## config.mk

```make
export PLATFORM = sky130hd
export DESIGN_NAME = mem_bank_sequencer
export DESIGN_NICKNAME = d
export VERILOG_FILES = /design/src/rtl/mem_bank_sequencer.sv
export SDC_FILE = /design/constraint.sdc
export NUM_CORES = 1
export LEC_CHECK = 0
export BUFFER_PORTS_ARGS = -buffer_cell sky130_fd_sc_hd__buf_2
export CAP_MARGIN = 20
export CORE_AREA = 4 4 41 43
export CTS_CLUSTER_DIAMETER = 50
export CTS_CLUSTER_SIZE = 25
export DETAILED_ROUTE_END_ITERATION = 12
export DIE_AREA = 0 0 45 47
export PLACE_DENSITY = 0.63
export SLEW_MARGIN = 20
export SYNTH_ARGS = -nofsm -noshare
export SYNTH_HDL_FRONTEND = slang
export SYNTH_SLANG_ARGS = --single-unit
export TNS_END_PERCENT = 1
```

## constraint.sdc

```tcl
create_clock -name clk -period 1.4 [get_ports clk]
set_input_delay 0.42 -clock clk [delete_from_list [all_inputs] [get_ports clk]]
set_output_delay 0.42 -clock clk [all_outputs]
set_load 0.005 [all_outputs]
```

## src/rtl/mem_bank_sequencer.sv

```systemverilog
// mem_bank_sequencer
//
// Turns a single bank-select plus read/write request into one-hot enable and
// write-enable strobes for NUM_BANKS block RAMs. Requests use a valid/ready
// handshake. After a read the sequencer waits RD_LATENCY cycles and pulses
// rd_valid/rd_bank in the cycle the RAM output data is valid. A request whose
// bank index is >= NUM_BANKS produces an err_bank pulse and no RAM access.
//
// Optional feature (compile-time macro MEMSEQ_B2B_WRITE_EN):
//   When defined, req_ready is also high in ISSUE while a write is issuing.
//   Back-to-back writes then issue one per cycle.
//
// Ports:
//   clk        in   1          rising-edge clock
//   rst_n      in   1          synchronous active-low reset
//   req_valid  in   1          request present
//   req_ready  out  1          sequencer can accept a request
//   req_bank   in   BANK_W     target bank index
//   req_write  in   1          1 = write, 0 = read
//   bank_ena   out  NUM_BANKS  one-hot bank enable
//   bank_wea   out  NUM_BANKS  one-hot bank write enable (subset of bank_ena)
//   rd_valid   out  1          RAM read data valid this cycle
//   rd_bank    out  BANK_W     bank that produced the read data
//   err_bank   out  1          accepted request targeted a non-existent bank
//   busy       out  1          sequencer not idle
module mem_bank_sequencer #(
  parameter int NUM_BANKS  = 4,
  parameter int BANK_W     = (NUM_BANKS > 1) ? $clog2(NUM_BANKS) : 1,
  parameter int RD_LATENCY = 1
) (
  input  logic                 clk,
  input  logic                 rst_n,
  input  logic                 req_valid,
  output logic                 req_ready,
  input  logic [BANK_W-1:0]    req_bank,
  input  logic                 req_write,
  output logic [NUM_BANKS-1:0] bank_ena,
  output logic [NUM_BANKS-1:0] bank_wea,
  output logic                 rd_valid,
  output logic [BANK_W-1:0]    rd_bank,
  output logic                 err_bank,
  output logic                 busy
);

  // RD_LATENCY is 1..4, so the remaining-latency counter needs 2 bits.
  localparam int CNT_W = 2;
  localparam logic [CNT_W-1:0] cnt_load = CNT_W'(RD_LATENCY - 1);

  typedef enum logic [1:0] {
    st_idle  = 2'd0,
    st_issue = 2'd1,
    st_wait  = 2'd2
  } state_t;

  state_t             state_reg, state_next;
  logic [CNT_W-1:0]   cnt_reg, cnt_next;
  logic [BANK_W-1:0]  bank_reg, bank_next;
  logic               write_reg, write_next;

  logic accept;
  logic bank_ok;
  logic issue_ok;

  // One extra bit so the compare also works when NUM_BANKS is a power of two
  // (every index is then in range and the compare folds to constant true).
  assign bank_ok = ({1'b0, bank_reg} < (BANK_W + 1)'(NUM_BANKS));

`ifdef MEMSEQ_B2B_WRITE_EN
  // A write finishes in its ISSUE cycle, so the next request can be taken
  // there. This includes an out-of-range write, which also ends in ISSUE.
  // A read must still wait for its data.
  assign req_ready = rst_n &&
                     ((state_reg == st_idle) ||
                      ((state_reg == st_issue) && write_reg));
`else
  assign req_ready = rst_n && (state_reg == st_idle);
`endif

  assign accept = req_valid && req_ready;

  // Next-state and capture logic.
  always_comb begin
    state_next = state_reg;
    cnt_next   = cnt_reg;
    bank_next  = bank_reg;
    write_next = write_reg;

    // The request is captured only on an accept, so the strobes below never
    // depend combinationally on req_*.
    if (accept) begin
      bank_next  = req_bank;
      write_next = req_write;
    end

    case (state_reg)
      st_idle: begin
        if (accept) begin
          state_next = st_issue;
        end
      end

      st_issue: begin
        if (accept) begin
          // Reachable only when req_ready is high in ISSUE (a write issuing).
          state_next = st_issue;
        end else if (!bank_ok || write_reg) begin
          state_next = st_idle;
        end else begin
          state_next = st_wait;
          cnt_next   = cnt_load;
        end
      end

      st_wait: begin
        if (cnt_reg == '0) begin
          state_next = st_idle;
        end else begin
          cnt_next = cnt_reg - 1'b1;
        end
      end

      default: begin
        state_next = st_idle;
        cnt_next   = '0;
      end
    endcase
  end

  always_ff @(posedge clk) begin
    if (!rst_n) begin
      state_reg <= st_idle;
      cnt_reg   <= '0;
      bank_reg  <= '0;
      write_reg <= 1'b0;
    end else begin
      state_reg <= state_next;
      cnt_reg   <= cnt_next;
      bank_reg  <= bank_next;
      write_reg <= write_next;
    end
  end

  // All outputs are decoded from registered state only.
  assign issue_ok = (state_reg == st_issue) && bank_ok;

  generate
    for (genvar gi = 0; gi < NUM_BANKS; gi++) begin : g_bank
      localparam logic [BANK_W-1:0] idx = BANK_W'(gi);
      assign bank_ena[gi] = issue_ok && (bank_reg == idx);
      assign bank_wea[gi] = issue_ok && (bank_reg == idx) && write_reg;
    end
  endgenerate

  assign err_bank = (state_reg == st_issue) && !bank_ok;
  assign rd_valid = (state_reg == st_wait) && (cnt_reg == '0);
  // Gate rd_bank so it reads zero whenever rd_valid is low.
  assign rd_bank  = rd_valid ? bank_reg : '0;
  assign busy     = (state_reg != st_idle);

endmodule

```

# ---- Word-level counts from Yosys, hierarchy flattened
# Index checks and enable logic that the tools add are counted.
dict set report totals {
  reg_bits 7
  inputBits 6
  output_inout_bits 14
  wordCells 43
}
dict set report classes {
  n_addsub 1
  n_eq_ne 10
  n_mux 10
  bitwise 1
  n_reduce_logical 17
}
# cell n
set ops {}
lappend ops {{$mux 2} 8}
lappend ops {{$pmux 2 s3} 2}
lappend ops {{$logic_and 1x1->1} 11}
lappend ops {{$ne 2x2->1 const B} 5}
lappend ops {{$eq 2x2->1 const B} 3}
lappend ops {{$logic_not 2->1} 3}
lappend ops {{$eq 2x1->1 const B} 2}
lappend ops {{$reduce_and 4->1} 1}
lappend ops {{$reduce_and 2->1} 1}
lappend ops {{$reduce_bool 2->1} 1}
lappend ops {{$sub 2x1->2 const B} 1}
lappend ops {{$not 1->1} 1}

# ---- Logic depth before layout (Yosys ltp)
# Gate-level depths: netlist (run 1).
dict set report depth {
  depth_word 5
  ltp_mapped 5
  depth_no_buf 5
}

# ---- Worst setup path after synthesis (run 1)
# OpenSTA, ideal clock, no wires.
dict set report synth_path {
  path_type {register to output}
  startpoint {reg state_reg[1]}
  endpoint {out bank_wea[1]}
  arrival_time_ps 945
  required_ps 980
  setup_slack_ps 35
  path_stages_with_launch 4
  n_path_buf 0
  cell_sequence {dfxtp_1 -> nand2b_2 -> nor3b_2 -> and2_1}
}
dict set report synth_between {
  elab_chain_len 3
}
# element line
set synth_lines {}
lappend synth_lines {{from (decl)} 55} ;# state_t state_reg, state_next;
lappend synth_lines {{from (signal assigned)} 131} ;# state_reg <= st_idle;
lappend synth_lines {{from (signal assigned)} 136} ;# state_reg <= state_next;
lappend synth_lines {{$eq 2x1->1} 144} ;# assign issue_ok = (state_reg == st_issue) && bank_ok;
lappend synth_lines {{$logic_and 1x1->1} n/a}
lappend synth_lines {{net bank_ena[1]} 37} ;# output logic [NUM_BANKS-1:0] bank_ena,
lappend synth_lines {{$logic_and 1x1->1} 150} ;# assign bank_wea[gi] = issue_ok && (bank_reg == idx) && write_reg;
lappend synth_lines {{to (decl)} 38} ;# output logic [NUM_BANKS-1:0] bank_wea,
# The timed path passes the listed nets, and every way through them passes these cells.

# ---- Worst setup path after layout (run 1)
dict set report layout_path {
  startpoint {reg state_reg[0]}
  endpoint {out bank_wea[1]}
}
dict set report layout_between {
  elab_chain_len 3
}
# element line
set layout_lines {}
lappend layout_lines {{$eq 2x1->1} 144}
lappend layout_lines {{$logic_and 1x1->1 (2 in a row)} 150}
# Every way passes these cells.

==> results of run 1 <==
==> layout by cell type (no fill, tap or decap), types with 2 or more instances in the layout <==
cell type	n
sky130_fd_sc_hd__nor3b_2	2
sky130_fd_sc_hd__inv_1	4
sky130_fd_sc_hd__dfxtp_1	3
sky130_fd_sc_hd__buf_6	2
sky130_fd_sc_hd__nor2_1	5
sky130_fd_sc_hd__mux2i_1	3
sky130_fd_sc_hd__nor2_2	2
sky130_fd_sc_hd__buf_2	18
sky130_fd_sc_hd__nand3b_1	2
sky130_fd_sc_hd__clkbuf_4	3
sky130_fd_sc_hd__and3_1	2
sky130_fd_sc_hd__buf_4	5
sky130_fd_sc_hd__dfxtp_2	2
sky130_fd_sc_hd__and2_1	3
sky130_fd_sc_hd__dfxtp_4	2
==> cells by family (layout without fill, tap and decap cells) <==
| group | Yosys count | after routing | synth area share, % |
|---|---|---|---|
| AND/OR/NAND/NOR | 28 | 28 | 43.1 |
| flip-flops | 7 | 7 | 32.7 |
| AO/OA/AOI/OAI | 5 | 5 | 8.16 |
| buffers and inverters | 5 | 34 | 5.25 |
| multiplexers | 3 | 3 | 7.00 |
| adder cells (fa/ha/maj) | 1 | 1 | 2.91 |
| other | 1 | 1 | 0.874 |
==> stage by stage <==
stage          cells  setup slack [ns]
2_1_floorplan     50            0.0351
3_3_place_gp      88            0.0377
3_5_place_dp      88            0.0161
4_1_cts           94            -0.241
5_1_grt           94            -0.326
6_report          94            -0.253
==> how the worst max path moves through the flow <==
stage | to | slack, ns | cells past startpoint
6_report | bank_wea[1] | -0.25 | 5
5_1_grt | bank_wea[1] | -0.33 | 5
4_1_cts | req_ready | -0.24 | 4
3_5_place_dp | req_ready | 0.02 | 4
3_3_place_gp | req_ready | 0.04 | 4
2_1_floorplan | bank_wea[1] | 0.04 | 3
==> routing by layer <==
metal | wire length, um | GRT usage [%]
met5 | 0 | 0
met4 | 9 | 8.77
met2 | 549 | 17.5
met3 | 63 | 2.30
met1 | 394 | 11.2
==> what timing repair did <==
action / 4_1_cts / 5_1_grt
resized for setup: 8 / 6
endpoints found under the setup margin: 13 / 15
buffers inserted: 2 / 0
pin swaps: 8 / 2
==> critical path, cell delays in order, from the launching register on <==
cell,delay [ns]
sky130_fd_sc_hd__dfxtp_4,0.36
sky130_fd_sc_hd__buf_12,0.10
sky130_fd_sc_hd__nand2b_4,0.07
sky130_fd_sc_hd__nor3b_2,0.21
sky130_fd_sc_hd__and2_1,0.14
sky130_fd_sc_hd__buf_2,0.10
==> cell usage after synthesis <==
cell,number
sky130_fd_sc_hd__a21oi_1,1
sky130_fd_sc_hd__a2bb2oi_1,1
sky130_fd_sc_hd__a31oi_1,1
sky130_fd_sc_hd__a41oi_1,1
sky130_fd_sc_hd__and2_1,3
sky130_fd_sc_hd__and2b_1,1
sky130_fd_sc_hd__and3_1,2
sky130_fd_sc_hd__and3b_1,1
sky130_fd_sc_hd__buf_4,1
sky130_fd_sc_hd__conb_1,1
sky130_fd_sc_hd__dfxtp_1,7
sky130_fd_sc_hd__ha_1,1
sky130_fd_sc_hd__inv_1,4
sky130_fd_sc_hd__mux2i_1,3
sky130_fd_sc_hd__nand2_1,1
sky130_fd_sc_hd__nand2b_1,1
sky130_fd_sc_hd__nand2b_2,1
sky130_fd_sc_hd__nand3_1,1
sky130_fd_sc_hd__nand3b_1,2
sky130_fd_sc_hd__nor2_1,7
sky130_fd_sc_hd__nor3_1,2
sky130_fd_sc_hd__nor3b_1,2
sky130_fd_sc_hd__nor3b_2,1
sky130_fd_sc_hd__nor3b_4,1
sky130_fd_sc_hd__nor4bb_1,1
sky130_fd_sc_hd__o22ai_1,1
sky130_fd_sc_hd__or2_1,1
==> area by class of cell <==
class / count / area, um^2
Clock buffer: 3 / 22.5
Clock inverter: 1 / 5.00
Fill cell: 130 / 631
Inverter: 4 / 15.0
Multi-Input combinational cell: 38 / 289
Sequential cell: 7 / 150
Tap cell: 15 / 18.8
Timing Repair Buffer: 26 / 170
==> power by group <==
group | leakage (nW) | switching (mW) | total [mW] | internal, mW
combinational | 0.260 | 0.0427 | 0.104 | 0.0611
clock | 0.0177 | 0.0714 | 0.175 | 0.104
sequential | 0.0595 | 0.0126 | 0.221 | 0.208
total | 0.337 | 0.127 | 0.500 | 0.373
==> metrics.csv, run 1 <==
stage,metric,value,unit
routing,DRC errors left,0,
routing,routed length per placed instance,10.8,um
timing,"crit path setup slack, layout",-0.253,ns
die,Die Height,47,um
final_layout,NumNets Final,87,
clock_network,CTS tree,done,
die,FP Rows,13,
die,Die Area,2120,um^2
grt,vias in the first global route,383,
setup_path,Worst Setup End Kind,primary output,
timing,RSZ-0062 raised after global routing,yes,
clock_network,count of hold buffers inserted by post-cts repair,0,
routing,drt via density,4.73,
synth,sequential element share of the synthesized area,32.7,%
synth,count of mapped cells out of synthesis,50,
final_layout,layout cell share with drive strength beyond 1,53.2,%
grt,antenna violations before repair,0,
timing,number of endpoints failing setup at the final stage,12,
setup_path,worst reg2reg startpoint,cnt_reg[0]$_SDFFE_PN0P_,
power_and_ir_drop,worst-case vdd ir drop,0.000499,V
clock_network,clock tree buffer depth,2,
timing,final critical delay including setup and external delays,1.65,ns
routing,number of nets with antenna violations after detailed routing,0,
clock_network,clk root buf,sky130_fd_sc_hd__clkbuf_4,
hold_path,path class of the lowest-slack min-delay path,input port to flop,
hold_path,Worst Hold Depth,2,
setup_path,critical register-to-register path endpoint,cnt_reg[1]$_SDFFE_PN0P_,
clock_network,"Reg clk slew, reported paths",0.05,ns
timing,WHS,0.387,ns
setup_path,Worst EP arrival,1.23,ns
routing,initial detailed-routing violation count,3,
grt,global-route wire length before repair,1560,um
clock_network,CTS Buf Count,3,
die,total core area,1300,um^2
synth,top cell type by total area after synthesis,sky130_fd_sc_hd__dfxtp_1,
final_layout,antenna diode instance count,0,
synth,count of cell types in the netlist,27,
synth,warning count from the yosys run,0,
routing,length of the first detailed-routing pass in iterations,3,
power_and_ir_drop,leakage power of the design,0.337,nW
synth,Post-Syn Area,429,um^2
timing,Max Transition Viols Final,0,
timing,Fin Clk Skew,0.00483,ns
run_status,run status,"finished, violations left",
timing,Sum Neg Setup Slack,-1.84,ns
hold_path,hold_sp,req_valid,
final_layout,synthesis-to-finish area growth,56.3,%
routing,WL final,1020,um
power_and_ir_drop,post-layout power,500,uW
placed_design,area after detailed placement,576,um^2
grt,overall track demand over capacity in global routing,10.4,%
setup_path,number of cell instances on the worst register-to-register path,6,
synth,share of the synthesized area in the top cell type,32.7,%
timing,"Hold Violations, Final",0,
clock_network,clk sinks,7,
run_status,failing checks,setup timing,
die,Die Width,45,um
setup_path,"reg-to-reg slack, setup",0.11,ns
synth,Area contributors post-synth,"sky130_fd_sc_hd__dfxtp_1, sky130_fd_sc_hd__mux2i_1, sky130_fd_sc_hd__nor2_1",
routing,number of vias after detailed routing,445,
die,number of primary I/O pins,20,
clock_network,H-tree depth,1,
setup_path,element type at the critical path start,flop,
timing,top achievable clock speed,0.605,GHz
setup_path,peak fanout along the critical path,5,
job,reported max-cap violation count,0,
grt,total global routing overflow,0,
setup_path,worst setup path start,state_reg[0]$_SDFFE_PN0P_,
grt,pin count of the biggest net entering global routing,9,
die,initial core utilization,33.0,%
setup_path,critical path data required time,0.98,ns
final_layout,final standard cell area without fillers,671,um^2
timing,period utilization,118,%
hold_path,endpoint of the worst hold-timing path,state_reg[0]$_SDFFE_PN0P_,
placed_design,number of buffer cells added on primary ports,18,
placed_design,half-perimeter wire length after detailed placement,785,um
synth,Yosys reg bits,7,
final_layout,Util after Layout,51.5,%
clock_network,clock latency on the worst-skew pair,0.25,ns
setup_path,critical path class,flop to primary output,
placed_design,Final Wtd Congestion,0.666,
synth,syn nets,57,
synth,mean instance size in the synthesized netlist,8.58,um^2
power_and_ir_drop,power per cell area,745,nW/um^2
(Power assumes the default switching activity.)
==> inputs of run 2 (changes only) <==
CORE_AREA = 2 2 39 41   (was 4 4 41 43)
DIE_AREA = 0 0 41 43   (was 0 0 45 47)
==> metrics.csv, run 2 (same netlist as run 1, synthesis figures left out) <==
stage,metric,value,unit,change
timing,top achievable clock speed,0.631,GHz,+4.3%
clock_network,post-CTS setup-driven buffer insertion count,0,,-2
final_layout,"leading cell types in the layout, fill and taps excluded","sky130_fd_sc_hd__buf_2, sky130_fd_sc_hd__buf_4, sky130_fd_sc_hd__nor2_1",,
setup_path,delay of the slowest cell on the worst path,0.33,ns,-0.03 ns
final_layout,layout cell share with drive strength beyond 1,52.6,%,-0.60 points
run_status,run status,"finished, violations left",,
clock_network,clk sinks,7,,unchanged
setup_path,critical register-to-register path endpoint,cnt_reg[1]$_SDFFE_PN0P_,,
final_layout,fill cell instance count of the final layout,137,,+5.4%
clock_network,CTS Buf Count,3,,unchanged
run_status,failing checks,setup timing,,
die,Die Area,1760,um^2,-17%
setup_path,critical path data required time,0.98,ns,about the same
clock_network,clock tree buffer depth,2,,unchanged
placed_design,placed insts,90,,+2.3%
power_and_ir_drop,power per cell area,774,nW/um^2,+3.9%
timing,RSZ-0062 raised after global routing,yes,,
grt,pin count of the biggest net entering global routing,9,,unchanged
setup_path,"Cell Chain, Critical Path",nand2b_4 -> nor3b_2 -> and2_1 -> buf_2,,
final_layout,Util after Layout,46.3,%,-5.2 points
routing,initial detailed-routing violation count,5,,+2
timing,period utilization,113,%,-4.9 points
setup_path,worst setup path start,state_reg[1]$_SDFFE_PN0P_,,
setup_path,worst reg2reg startpoint,cnt_reg[0]$_SDFFE_PN0P_,,
setup_path,"reg-to-reg slack, setup",0.14,ns,+0.03 ns
final_layout,NumNets Final,86,,-1.1%
clock_network,clock latency on the worst-skew pair,0.25,ns,about the same
final_layout,antenna diode instance count,0,,unchanged
setup_path,Worst EP arrival,1.17,ns,-0.06 ns
routing,DRC errors left,0,,unchanged
hold_path,hold_sp,req_valid,,
clock_network,H-tree depth,1,,unchanged
grt,overall track demand over capacity in global routing,13.0,%,+2.5 points
timing,number of endpoints failing setup at the final stage,12,,unchanged
timing,"crit path setup slack, layout",-0.185,ns,+0.0680 ns
setup_path,number of cell instances on the worst register-to-register path,6,,unchanged
placed_design,Final Wtd Congestion,0.730,,+9.6%
routing,drt via density,4.71,,-0.45%
grt,vias in the first global route,369,,-3.7%
die,number of primary I/O pins,20,,unchanged
placed_design,number of buffer cells added on primary ports,18,,unchanged
die,FP Rows,14,,+1
routing,routed length per placed instance,10.1,um,-6.7%
setup_path,Worst Setup End Kind,primary output,,
clock_network,"Reg clk slew, reported paths",0.06,ns,about the same
routing,number of vias after detailed routing,443,,-0.45%
setup_path,slowest CP cell,sky130_fd_sc_hd__dfxtp_2,,
timing,Fin Clk Skew,0.00221,ns,-0.00262 ns
setup_path,termination of the worst setup path,bank_wea[1],,
timing,Max Transition Viols Final,0,,unchanged
power_and_ir_drop,leakage power of the design,0.322,nW,-4.5%
clock_network,clk root buf,sky130_fd_sc_hd__clkbuf_4,,
die,initial core utilization,31.0,%,-2.0 points
grt,total global routing overflow,0,,unchanged
hold_path,path class of the lowest-slack min-delay path,input port to flop,,
final_layout,"Cell Count, Final, Fillers Out",94,,unchanged
job,reported max-cap violation count,0,,unchanged
routing,WL final,949,um,-6.7%
timing,"Hold Violations, Final",0,,unchanged
die,Die Width,41,um,-8.9%
die,Die Height,43,um,-8.5%
routing,length of the first detailed-routing pass in iterations,4,,+1
grt,antenna violations before repair,0,,unchanged
setup_path,Crit path depth,4,,-1
power_and_ir_drop,worst-case vdd ir drop,0.000373,V,-25%
setup_path,peak fanout along the critical path,5,,unchanged
setup_path,critical path class,flop to primary output,,
routing,number of nets with antenna violations after detailed routing,0,,unchanged
clock_network,CTS tree,done,,
final_layout,synthesis-to-finish area growth,49.3,%,
setup_path,kind of cell with the highest combined delay on the critical path,simple AND/OR/NAND/NOR gates,,
clock_network,count of hold buffers inserted by post-cts repair,0,,unchanged
final_layout,"most common cell after layout, fill and taps aside",sky130_fd_sc_hd__buf_2,,
die,total core area,1380,um^2,+6.3%
setup_path,critical path buffer and inverter count,1,,-1
timing,final critical delay including setup and external delays,1.59,ns,-0.0680 ns
grt,global-route wire length before repair,1500,um,-4.0%
placed_design,half-perimeter wire length after detailed placement,718,um,-8.5%
setup_path,element type at the critical path start,flop,,
run 2: worst min-delay path by stage:
stage | end | cells past startpoint | slack [ns]
2_1_floorplan | cnt_reg[0]$_SDFFE_PN0P_ | 2 | 0.47
3_3_place_gp | cnt_reg[0]$_SDFFE_PN0P_ | 2 | 0.48
3_5_place_dp | cnt_reg[0]$_SDFFE_PN0P_ | 2 | 0.49
4_1_cts | state_reg[0]$_SDFFE_PN0P_ | 2 | 0.37
5_1_grt | state_reg[0]$_SDFFE_PN0P_ | 2 | 0.39
6_report | state_reg[0]$_SDFFE_PN0P_ | 2 | 0.38
run 2: stage by stage:
step | instance area, um^2 | setup slack (ns) | hold slack (ns) | power, mW | setup TNS (ns)
finish | 641 | -0.185 | 0.379 | 0.496 | -1.08
global route | 641 | -0.233 | 0.389 | 0.529 | -1.86
CTS | 626 | -0.182 | 0.366 | 0.503 | -1.22
detailed placement | 584 | 0.0157 | 0.490 | 0.309 | 0
global placement | 584 | 0.0562 | 0.480 | 0.308 | 0
floorplan | 429 | 0.0351 | 0.465 | 0.271 | 0
run 2: what timing repair did:
item	CTS	global route
pin swaps	2	2
cloned	0	0
endpoints found under the setup margin	13	14
resized for setup	7	5
run 2: worst register-to-register path: stages, from the launching register on:
cell and delay [ns]:
sky130_fd_sc_hd__dfxtp_2 0.34, sky130_fd_sc_hd__inv_1 0.05, sky130_fd_sc_hd__ha_2 0.19, sky130_fd_sc_hd__buf_4 0.14, sky130_fd_sc_hd__nor4bb_2 0.27, sky130_fd_sc_hd__a41oi_1 0.07
sky130_fd_sc_hd__o22ai_1 0.12
run 2: layer usage:
metal	vias to the layer above	part of all wire (%)	wire length [um]	track usage [%]
met5	-	0	0	0
met3	2	8.5	81	3.66
li1	234	-	-	-
met4	0	2.2	21	12.0
met2	19	40	378	17.5
met1	188	49	467	15.5
run 2: cell type report:
| cell class | instances | area (um^2) | area share (%) |
|---|---|---|---|
| clock buffers | 3 | 22.5 | 3.52 |
| clock inverters | 1 | 5.00 | 0.781 |
| inverters | 4 | 15.0 | 2.34 |
| multi-input cells | 38 | 283 | 44.1 |
| flip-flops and latches | 7 | 153 | 23.8 |
| well taps | 16 | 20.0 | 3.13 |
| repair buffers | 25 | 143 | 22.3 |
run 2: where the power goes:
part	total [mW]	switching, mW	internal (mW)
registers	0.221	0.0130	0.208
clock network	0.187	0.0824	0.105
logic	0.0874	0.0371	0.0503
